## src/rtl/filtered_edge_counter.sv

```systemverilog
// Multi-channel input debouncer: each channel accepts a level change only after
// FILT_LEN consecutive differing samples, pulses q on selected edges and counts them.
module filtered_edge_counter #(
    parameter int unsigned N_CH      = 4,
    parameter int unsigned FILT_LEN  = 5,
    parameter int unsigned CNT_W     = 8,
    parameter int unsigned EDGE_MODE = 0,
    parameter int unsigned SATURATE  = 0
) (
    input  logic                    clk,
    input  logic                    reset,
    input  logic                    en,
    input  logic [N_CH-1:0]         clr,
    input  logic [N_CH-1:0]         d,
    output logic [N_CH-1:0]         level,
    output logic [N_CH-1:0]         q,
    output logic [N_CH*CNT_W-1:0]   pulse_count,
    output logic [N_CH-1:0]         ovf
);

    localparam int unsigned         STAB_W    = $clog2(FILT_LEN) + 32'd1;
    localparam logic [STAB_W-1:0]   STAB_LAST = STAB_W'(FILT_LEN - 32'd1);
    localparam logic [CNT_W-1:0]    CNT_MAX   = {CNT_W{1'b1}};

    logic [N_CH-1:0]   flt_q, flt_d;
    logic [N_CH-1:0]   q_q, q_d;
    logic [N_CH-1:0]   ovf_q, ovf_d;
    logic [N_CH-1:0]   commit_s;
    logic [STAB_W-1:0] stab_q [N_CH];
    logic [STAB_W-1:0] stab_d [N_CH];
    logic [CNT_W-1:0]  cnt_q  [N_CH];
    logic [CNT_W-1:0]  cnt_d  [N_CH];

    // new_lvl is the freshly committed level; 0 means a falling transition
    function automatic logic edge_match(input logic new_lvl);
        logic m;
        case (EDGE_MODE)
            32'd0:   m = ~new_lvl;
            32'd1:   m = new_lvl;
            32'd2:   m = 1'b1;
            default: m = 1'b0;
        endcase
        return m;
    endfunction

    // Stability filter and edge pulse generation
    always_comb begin
        flt_d    = flt_q;
        q_d      = {N_CH{1'b0}};
        commit_s = {N_CH{1'b0}};
        for (int unsigned i = 32'd0; i < N_CH; i++) begin
            stab_d[i] = stab_q[i];
            if (en) begin
                if (d[i] == flt_q[i]) begin
                    stab_d[i] = {STAB_W{1'b0}};
                end else if (stab_q[i] == STAB_LAST) begin
                    flt_d[i]    = d[i];
                    stab_d[i]   = {STAB_W{1'b0}};
                    commit_s[i] = 1'b1;
                end else begin
                    stab_d[i] = stab_q[i] + STAB_W'(1);
                end
            end else begin
                stab_d[i] = stab_q[i];
            end
            q_d[i] = commit_s[i] & edge_match(d[i]);
        end
    end

    // Pulse counters; clear wins over a coincident increment
    always_comb begin
        ovf_d = ovf_q;
        for (int unsigned i = 32'd0; i < N_CH; i++) begin
            cnt_d[i] = cnt_q[i];
            if (clr[i]) begin
                cnt_d[i] = {CNT_W{1'b0}};
                ovf_d[i] = 1'b0;
            end else if (q_d[i]) begin
                if (cnt_q[i] == CNT_MAX) begin
                    ovf_d[i] = 1'b1;
                    cnt_d[i] = (SATURATE != 32'd0) ? CNT_MAX : {CNT_W{1'b0}};
                end else begin
                    cnt_d[i] = cnt_q[i] + CNT_W'(1);
                end
            end else begin
                cnt_d[i] = cnt_q[i];
            end
        end
    end

    // State registers with synchronous reset
    always_ff @(posedge clk) begin
        if (reset) begin
            flt_q <= {N_CH{1'b0}};
            q_q   <= {N_CH{1'b0}};
            ovf_q <= {N_CH{1'b0}};
            for (int unsigned i = 32'd0; i < N_CH; i++) begin
                stab_q[i] <= {STAB_W{1'b0}};
                cnt_q[i]  <= {CNT_W{1'b0}};
            end
        end else begin
            flt_q <= flt_d;
            q_q   <= q_d;
            ovf_q <= ovf_d;
            for (int unsigned i = 32'd0; i < N_CH; i++) begin
                stab_q[i] <= stab_d[i];
                cnt_q[i]  <= cnt_d[i];
            end
        end
    end

    // Flatten counters onto the output bus
    always_comb begin
        pulse_count = {(N_CH*CNT_W){1'b0}};
        for (int unsigned i = 32'd0; i < N_CH; i++) begin
            pulse_count[i*CNT_W +: CNT_W] = cnt_q[i];
        end
    end

    assign level = flt_q;
    assign q     = q_q;
    assign ovf   = ovf_q;

endmodule

```

## config.mk

```make
export PLATFORM = sky130hd
export DESIGN_NAME = filtered_edge_counter
export DESIGN_NICKNAME = d
export VERILOG_FILES = /design/src/rtl/filtered_edge_counter.sv
export SDC_FILE = /design/constraint.sdc
export NUM_CORES = 1
export LEC_CHECK = 0
export BUFFER_PORTS_ARGS = -buffer_cell sky130_fd_sc_hd__buf_2
export CORE_UTILIZATION = 55
export CTS_CLUSTER_SIZE = 25
export DETAILED_ROUTE_END_ITERATION = 10
export PLACE_DENSITY = 0.79
export SYNTH_ARGS = -nofsm -noshare
export SYNTH_HDL_FRONTEND = slang
export SYNTH_SLANG_ARGS = --single-unit
```

## constraint.sdc

```tcl
create_clock -name clk -period 2.3 [get_ports clk]
set_clock_uncertainty 0.2 [all_clocks]
set_input_delay 0.345 -clock clk [delete_from_list [all_inputs] [get_ports clk]]
set_output_delay 0.345 -clock clk [all_outputs]
set_load 0.05 [all_outputs]
```

==> results of run 1 <==
[routing by layer]
layer	routed length, um	up-vias
met3	291	9
met2	2670	65
met1	2870	1219
li1	-	1369
met4	79	0
met5	0	-
[worst paths after layout]
kind                 end  slack, ns  depth (start not counted)
max          cnt_q[1][7]       0.30                          6
min               ovf[1]       0.09                          3
max reg2reg  cnt_q[1][7]       0.30                          6
min reg2reg       ovf[2]       0.26                          1
[cell usage in the layout, fill, tap and decap left out, drive strengths merged, types with 5 or more instances in the layout]
master and instances:
o31ai 6, nand2 42, inv 11, nand3 16, and3 5, buf 57, nand4 13, xnor2 10
dfxtp 60, or4 6, xor2 10, nand4b 5, nor3 18, ha 12, nor2 39, clkbuf 13
a21oi 34, o21ai 12
[through the flow]
stage | total power (W) | area (sq um) | util [%] | instances | setup slack, ns
after floorplan | 0.00113 | 2960 | - | 357 | 0.301
after global placement | 0.00116 | 3250 | 63.3 | 469 | 0.266
after detailed placement | 0.00116 | 3250 | 63.3 | 469 | 0.229
after CTS | 0.00197 | 3420 | 66.6 | 484 | 0.293
after global routing | 0.00204 | 3420 | 66.6 | 484 | 0.163
final | 0.00195 | 3420 | 66.6 | 484 | 0.298
[kinds of logic after synthesis]
logic type	after synthesis
buffers and inverters	26
multiplexers	2
AND/OR/NAND/NOR	176
AO/OA/AOI/OAI	61
XOR/XNOR	20
flip-flops	60
adder cells (fa/ha/maj)	12
[area by class of cell]
| type | instances | area, sq um | share of cell area, % |
|---|---|---|---|
| multi-input cells | 271 | 1630 | 47.7 |
| flip-flops and latches | 60 | 1200 | 35.1 |
| repair buffers | 57 | 293 | 8.55 |
| clock buffers | 13 | 159 | 4.64 |
| well taps | 70 | 87.6 | 2.56 |
| inverters | 11 | 41.3 | 1.21 |
| clock inverters | 2 | 10.0 | 0.292 |
[registers in the layout (all words and copies together) (netlist names)]
signal / cells
level: 4
stab_q: 16
q: 4
cnt_q: 32
ovf: 4
[report_power, final]
| group | leakage (nW) | total, W | internal (W) | switching [W] |
|---|---|---|---|---|
| combinational | 0.796 | 0.0000837 | 0.0000295 | 0.0000542 |
| clock | 0.0893 | 0.000818 | 0.000441 | 0.000377 |
| sequential | 0.484 | 0.00105 | 0.00104 | 0.00000578 |
[worst max-delay path: stages, from the launching register on]
cell and delay [ns]:
dfxtp_1 0.33, inv_1 0.08, ha_1 0.16, and4b_1 0.32, nand2_2 0.18, or4_1 0.52, a21oi_1 0.14
==> results.yml, run 1 <==
status:
  status: "complete, no violations"
sta:
  max_freq_mhz: 500
  whs_ns: 0.0861
  period_share_pct: 87.0
  slew_viol_final: 0
  setup_viol: 0
  slew_headroom_pct: 71.6
  hold_viol: 0
  rsz0062_at_grt: "false"
  fin_crit_ns: 2.00
  worst_pin_slew_ns: 0.423
  setup-tns-final_ns: 0
setup_path:
  crit_path_start_kind: "flop"
  path_max_fanout: 11
  reg2reg_from: "stab_q[1][0]"
  startpoint: "stab_q[1][0]"
  crit_arrival_ns: 2.07
  cp_data_required_time_ns: 2.37
  crit_type: "reg -> reg"
  crit_path_end_kind: "flop"
placement:
  port_buffers: 54
  dp_hpwl_um: 4210
  routabilityCongestion: 0.833
routing:
  wl_per_cell_um: 12.2
  wl_um: 5910
  num_vias: 2662
  drc: 0
  via_per_inst: 5.50
  dr.pass1.iters: 4
  ant_nets: 0
  drt_iter0_markers: 107
logic_synthesis:
  synthSimpleGateAreaFrac_pct: 31.6
  synth_top_family_by_area: "simple AND/OR/NAND/NOR gates"
  synth_area_sq_um: 2960
  ys_ff_latch: 60
  yosysWarnings: 0
  synth_compound_area_share_pct: 11.9
  synth_xor_area_share_pct: 5.92
  yosys-top-cells-area: "dfxtp_1 41%, a21oi_1 5.8%, ha_1 5.1%"
  async_flop_share_pct: 0
  synth_cell_types: 45
  synth-edff-count: 0
  synth_most_common_cell: "dfxtp_1"
  synth-main-ff-cell: "dfxtp_1"
  synth-adder-area-share_pct: 5.08
  syn_inst: 357
  synth_mux_area_share_pct: 0.677
  yosysSeqAreaShare_pct: 40.6
  synth_common_cells: "60 x dfxtp_1, 40 x nand2_1, 39 x nor2_1, 34 x a21oi_1, 17 x nor3_1"
  synth_fp_nets: 380
  synth.top_cell.area_share_pct: 40.6
  avgSynthCellArea_sq_um: 8.28
  yosysTopAreaCell: "dfxtp_1"
run:
  maxCapViolCount: 0
clocking:
  clock_latency_ns: 0.33
  cts.clk_slew.worst_paths_ns: 0.06
  post_cts_buffers: 0
  hold_buffers: 0
  clockRootBuffer: "clkbuf_8"
  cts_sinks: 60
  cts_resized: 0
  cts_tree: "done"
  clockBufferDepth: 2
  cts_made_buffers: 9
  htreeDepth: 3
floorplanning:
  core.rowCount: 26
  coreArea_sq_um: 5140
  num_io_pins: 55
  die_h_um: 75.3
  initial_core_util_pct: 57.5
  die_area_sq_um: 5670
  die_x_um: 75.3
worst_hold_path:
  hold_path_class: "in -> reg"
  hp-start: "clr[1]"
global_route:
  gr-usage-all-layers_pct: 21.3
  grt_pass1_wl_um: 9110
  top_usage_layer: "met2"
  grt_max_degree: 23
  first_global_vias: 2099
  grtUsageMet1_pct: 28.3
  overflow: 0
  grt_antenna_before_repair: 0
  grt_use_met3_pct: 6.88
  grt_use_met2_pct: 32.5
power:
  vdd_drop_max_mv: 0.343
  leakage_nw: 1.37
  power_density_nw_per_um2: 570
cells_and_area:
  nNetsFinal: 433
  fillCellCount: 461
  layout-drive-gt1-share_pct: 19.3
  diodes: 0
  syn_to_final_growth_pct: 15.8
Note: power is estimated with default switching activity, not from simulation.
==> run 2, diff against run 1 <==
--- a/config.mk
+++ b/config.mk
@@ -9,6 +9,7 @@
 export CORE_UTILIZATION = 55
 export CTS_CLUSTER_SIZE = 25
 export DETAILED_ROUTE_END_ITERATION = 10
+export HOLD_SLACK_MARGIN = 0.1
 export PLACE_DENSITY = 0.79
 export SYNTH_ARGS = -nofsm -noshare
 export SYNTH_HDL_FRONTEND = slang
==> constraint.sdc (replaced) <==
create_clock -name clk -period 2.1 [get_ports clk]
set_clock_uncertainty 0.2 [all_clocks]
set_input_delay 0.315 -clock clk [delete_from_list [all_inputs] [get_ports clk]]
set_output_delay 0.315 -clock clk [all_outputs]
set_load 0.05 [all_outputs]
==> results.yml, run 2 (synthesis results as in run 1) <==
clocking:
  clockRootBuffer: "clkbuf_8"
  clock_latency_ns: 0.33
  cts_made_buffers: 9
  cts.clk_slew.worst_paths_ns: 0.06
  clockBufferDepth: 2
  cts_tree: "done"
  cts_sinks: 60
  htreeDepth: 3
placement:
  dp_cells: 470
  routabilityCongestion: 0.807
  dp_slack_ns: 0.138
  dp_hpwl_um: 4210
  port_buffers: 54
sta:
  worst_pin_slew_ns: 0.416
  period_share_pct: 96.3
  max_freq_mhz: 495
  hold_viol: 0
  setup-tns-final_ns: 0
  slew_viol_final: 0
  slew_headroom_pct: 72.0
  fin_crit_ns: 2.02
  setup_viol: 0
  worst_slack_ns: 0.0786
  rsz0062_at_grt: "false"
cells_and_area:
  layout-drive-gt1-share_pct: 18.9
  diodes: 0
  post-route-util_pct: 68.2
  final_cells: 494
  regMostFlops: "cnt_q"
  largest_reg_flops: 32
  fillCellCount: 465
  nNetsFinal: 442
  final_cell_mix: "60 x dfxtp_1, 54 x buf_2, 40 x nand2_1"
  largestRegisters: "cnt_q (32), stab_q (16)"
  layout_commonest_cell: "dfxtp_1"
  syn_to_final_growth_pct: 18.5
worst_hold_path:
  hold_path_class: "in -> reg"
setup_path:
  crit_path_end_kind: "flop"
  reg2reg_from: "stab_q[1][0]"
  cp_data_required_time_ns: 2.16
  crit_type: "in -> reg"
  crit_path_start_kind: "input pin"
  startpoint: "d[1]"
  rrSetupSlack_ns: 0.23
  rr_endpoint: "cnt_q[1][7]"
  path_max_fanout: 11
  crit_arrival_ns: 2.09
  r2r.worst_path.cells: 6
  crit_end: "cnt_q[1][7]"
routing:
  wl_um: 6190
  ant_nets: 0
  wl_per_cell_um: 12.5
  dr.pass1.iters: 4
  drc: 0
  num_vias: 2709
  drt_iter0_markers: 120
  via_per_inst: 5.48
global_route:
  first_global_vias: 2280
  overflow: 0
  gr-usage-all-layers_pct: 22.5
  grt_pass1_wl_um: 9750
  grt_max_degree: 25
  grt_antenna_before_repair: 0
floorplanning:
  die_x_um: 75.3
  core.rowCount: 26
  coreArea_sq_um: 5140
  die_h_um: 75.3
  num_io_pins: 55
  initial_core_util_pct: 57.5
  die_area_sq_um: 5670
power:
  leakage_nw: 1.40
  power_density_nw_per_um2: 610
  vdd_drop_max_mv: 0.382
run:
  maxCapViolCount: 0
status:
  status: "complete, no violations"
## run 2: worst max-delay path: stages
cell and delay [ns]:
dlygate4sd3_1 0.55, buf_2 0.15, and2b_2 0.27, nand2_2 0.14, or4_1 0.52, a21oi_1 0.14
## run 2: layout make-up
class	instances	area [sq um]	share of cell area, %
inverter	11	41.3	1.18
clock buffer	14	153	4.36
sequential	60	1200	34.3
tap	70	87.6	2.50
multi-input combinational	271	1630	46.6
clock inverter	2	10.0	0.286
timing repair buffer	66	380	10.9
## run 2: how the worst min path moves through the flow
stage | from | to | slack, ns | depth (start not counted)
final | clr[0] | cnt_q[0][6] | 0.16 | 3
after global routing | clr[0] | cnt_q[0][6] | 0.16 | 3
after CTS | clr[0] | cnt_q[0][6] | 0.14 | 3
after detailed placement | ovf[1] | ovf[1] | 0.25 | 1
after global placement | ovf[1] | ovf[1] | 0.25 | 1
after floorplan | stab_q[1][3] | stab_q[1][3] | 0.24 | 2
## run 2: through the flow
stage | area [sq um] | hold slack, ns | power, W
3_5_place_dp | 3260 | 0.252 | 0.00127
4_1_cts | 3500 | 0.137 | 0.00217
2_1_floorplan | 2960 | 0.244 | 0.00124
3_3_place_gp | 3260 | 0.246 | 0.00127
6_report | 3500 | 0.156 | 0.00214
5_1_grt | 3500 | 0.156 | 0.00223
## run 2: layer usage
layer / up-vias / track usage, % / part of all wire, %
met5: - / 0 / 0
met4: 0 / 10.7 / 0.92
met3: 6 / 5.29 / 5.0
met2: 70 / 35.4 / 46
met1: 1242 / 29.1 / 48
li1: 1391 / - / -
## run 2: what timing repair did
action	CTS	global route
hold endpoints to repair	12	0
hold buffers	8	0
gates resized for setup	0	0
buffers inserted	0	0
## run 2: power by group
| group | leakage (nW) | internal, W | switching [W] | total [W] |
|---|---|---|---|---|
| clock | 0.0844 | 0.000458 | 0.000423 | 0.000881 |
| sequential | 0.484 | 0.00114 | 0.00000644 | 0.00115 |
| combinational | 0.835 | 0.0000418 | 0.0000635 | 0.000105 |
| total | 1.40 | 0.00164 | 0.000493 | 0.00214 |
==> run 3, diff against run 2 <==
--- a/config.mk
+++ b/config.mk
@@ -7,6 +7,7 @@
 export LEC_CHECK = 0
 export BUFFER_PORTS_ARGS = -buffer_cell sky130_fd_sc_hd__buf_2
 export CORE_UTILIZATION = 55
+export CTS_BUF_LIST = sky130_fd_sc_hd__clkbuf_8 sky130_fd_sc_hd__clkbuf_16
 export CTS_CLUSTER_SIZE = 25
 export DETAILED_ROUTE_END_ITERATION = 10
 export HOLD_SLACK_MARGIN = 0.1
==> results.yml, run 3 (synthesis results as in run 1) <==
sta:
  worst_pin_slew_ns: 0.420
  period_share_pct: 96.6
  setup_viol: 0
  rsz0062_at_grt: "false"
  max_freq_mhz: 493
  slew_viol_final: 0
  setup-tns-final_ns: 0
  fin_crit_ns: 2.03
  hold_viol: 0
  slew_headroom_pct: 71.8
setup_path:
  crit_arrival_ns: 2.09
  crit_path_start_kind: "input pin"
  crit_type: "in -> reg"
  cp_slowest_cell: "dlygate4sd3_1"
  path_cells: "dlygate4sd3_1, buf_2, and2b_2, nand2_2, or4_1, a21oi_1"
  path_max_fanout: 11
  cp_data_required_time_ns: 2.16
  rrSetupSlack_ns: 0.23
  crit_path_end_kind: "flop"
  slowest_delay_ns: 0.55
cells_and_area:
  layout-drive-gt1-share_pct: 18.9
  finalInstanceArea_sq_um: 3500
  nNetsFinal: 442
  syn_to_final_growth_pct: 18.5
  fillCellCount: 465
  largest_reg_flops: 32
  final_cells: 494
  largestRegisters: "cnt_q (32), stab_q (16)"
  layout_commonest_cell: "dfxtp_1"
  final_cell_mix: "60 x dfxtp_1, 54 x buf_2, 40 x nand2_1"
  regMostFlops: "cnt_q"
  diodes: 0
  post-route-util_pct: 68.2
floorplanning:
  die_x_um: 75.3
  die_h_um: 75.3
  num_io_pins: 55
  initial_core_util_pct: 57.5
  coreArea_sq_um: 5140
  die_area_sq_um: 5670
  core.rowCount: 26
placement:
  routabilityCongestion: 0.807
  dp_cells: 470
  dp_hpwl_um: 4210
  place_area_sq_um: 3260
  port_buffers: 54
global_route:
  grt_max_degree: 25
  gr-usage-all-layers_pct: 22.5
  grt_pass1_wl_um: 9750
  first_global_vias: 2280
  grt_antenna_before_repair: 0
  overflow: 0
clocking:
  cts_tree: "done"
  post_cts_buffers: 0
  clock_latency_ns: 0.33
  cts.clk_slew.worst_paths_ns: 0.06
  clockBufferDepth: 2
  cts_sinks: 60
  htreeDepth: 3
  cts_made_buffers: 9
  clockRootBuffer: "clkbuf_8"
power:
  switching_share_pct: 23.3
  vdd_drop_max_mv: 0.381
  p_seq_share_pct: 54.3
  p_clk_share_pct: 40.7
  p_sw_w: 0.000493
  leakage_nw: 1.42
  power_density_nw_per_um2: 604
  comb_power_share_pct: 5.0
  internal_power_w: 0.00162
routing:
  ant_nets: 0
  drc: 0
  drt_iter0_markers: 146
  wl_per_cell_um: 12.6
  dr.pass1.iters: 4
  num_vias: 2715
  via_per_inst: 5.50
  wl_um: 6220
run:
  maxCapViolCount: 0
worst_hold_path:
  hold_path_class: "in -> reg"
status:
  status: "complete, no violations"
[run 3: path summary, 6_finish.rpt]
check | to | startpoint | cells after the start
worst max register to register | cnt_q[1][7] | stab_q[1][0] | 6
worst min register to register | ovf[2] | ovf[2] | 1
worst min-delay path | cnt_q[0][6] | clr[0] | 3
worst max-delay path | cnt_q[1][7] | d[1] | 6
[run 3: metal layers]
metal  up-vias  GRT usage (%)  wire (um)
li1       1391              -          -
met1      1249           29.1       2950
met5         -              0          0
met3         2           5.29        339
met4         0           10.7         22
met2        73           35.4       2910
[run 3: power groups by stage]
stage	logic [W]	registers, W	clock network [W]
floorplan	0.0000649	0.00117	0
global placement	0.0000900	0.00118	0
detailed placement	0.0000928	0.00118	0
CTS	0.000104	0.00115	0.000897
global route	0.000117	0.00115	0.000942
finish	0.000105	0.00115	0.000862
[run 3: layout make-up]
| cell class | count | area [sq um] | share of cell area [%] |
|---|---|---|---|
| flip-flops and latches | 60 | 1200 | 34.3 |
| well taps | 70 | 87.6 | 2.50 |
| inverters | 11 | 41.3 | 1.18 |
| clock buffers | 10 | 138 | 3.93 |
| repair buffers | 66 | 380 | 10.9 |
| multi-input cells | 271 | 1630 | 46.6 |
| clock inverters | 6 | 25.0 | 0.714 |
[run 3: stage by stage]
stage	setup WS [ns]	power [W]	hold slack, ns
4_1_cts	0.123	0.00215	0.137
3_5_place_dp	0.138	0.00127	0.252
2_1_floorplan	0.101	0.00124	0.244
6_report	0.0720	0.00212	0.152
3_3_place_gp	0.176	0.00127	0.246
5_1_grt	0.0374	0.00221	0.156
[run 3: critical path, delay by kind of cell]
kind	cells	cell delay (ns)
AOI/OAI and AO/OA	1	0.14
buffers and inverters	2	0.70
and+or+nand+nor	3	0.94
[run 3: repair_timing]
item,in CTS,in global routing
endpoints found under the hold margin,12,0
resized for setup,0,0
hold buffers,8,0
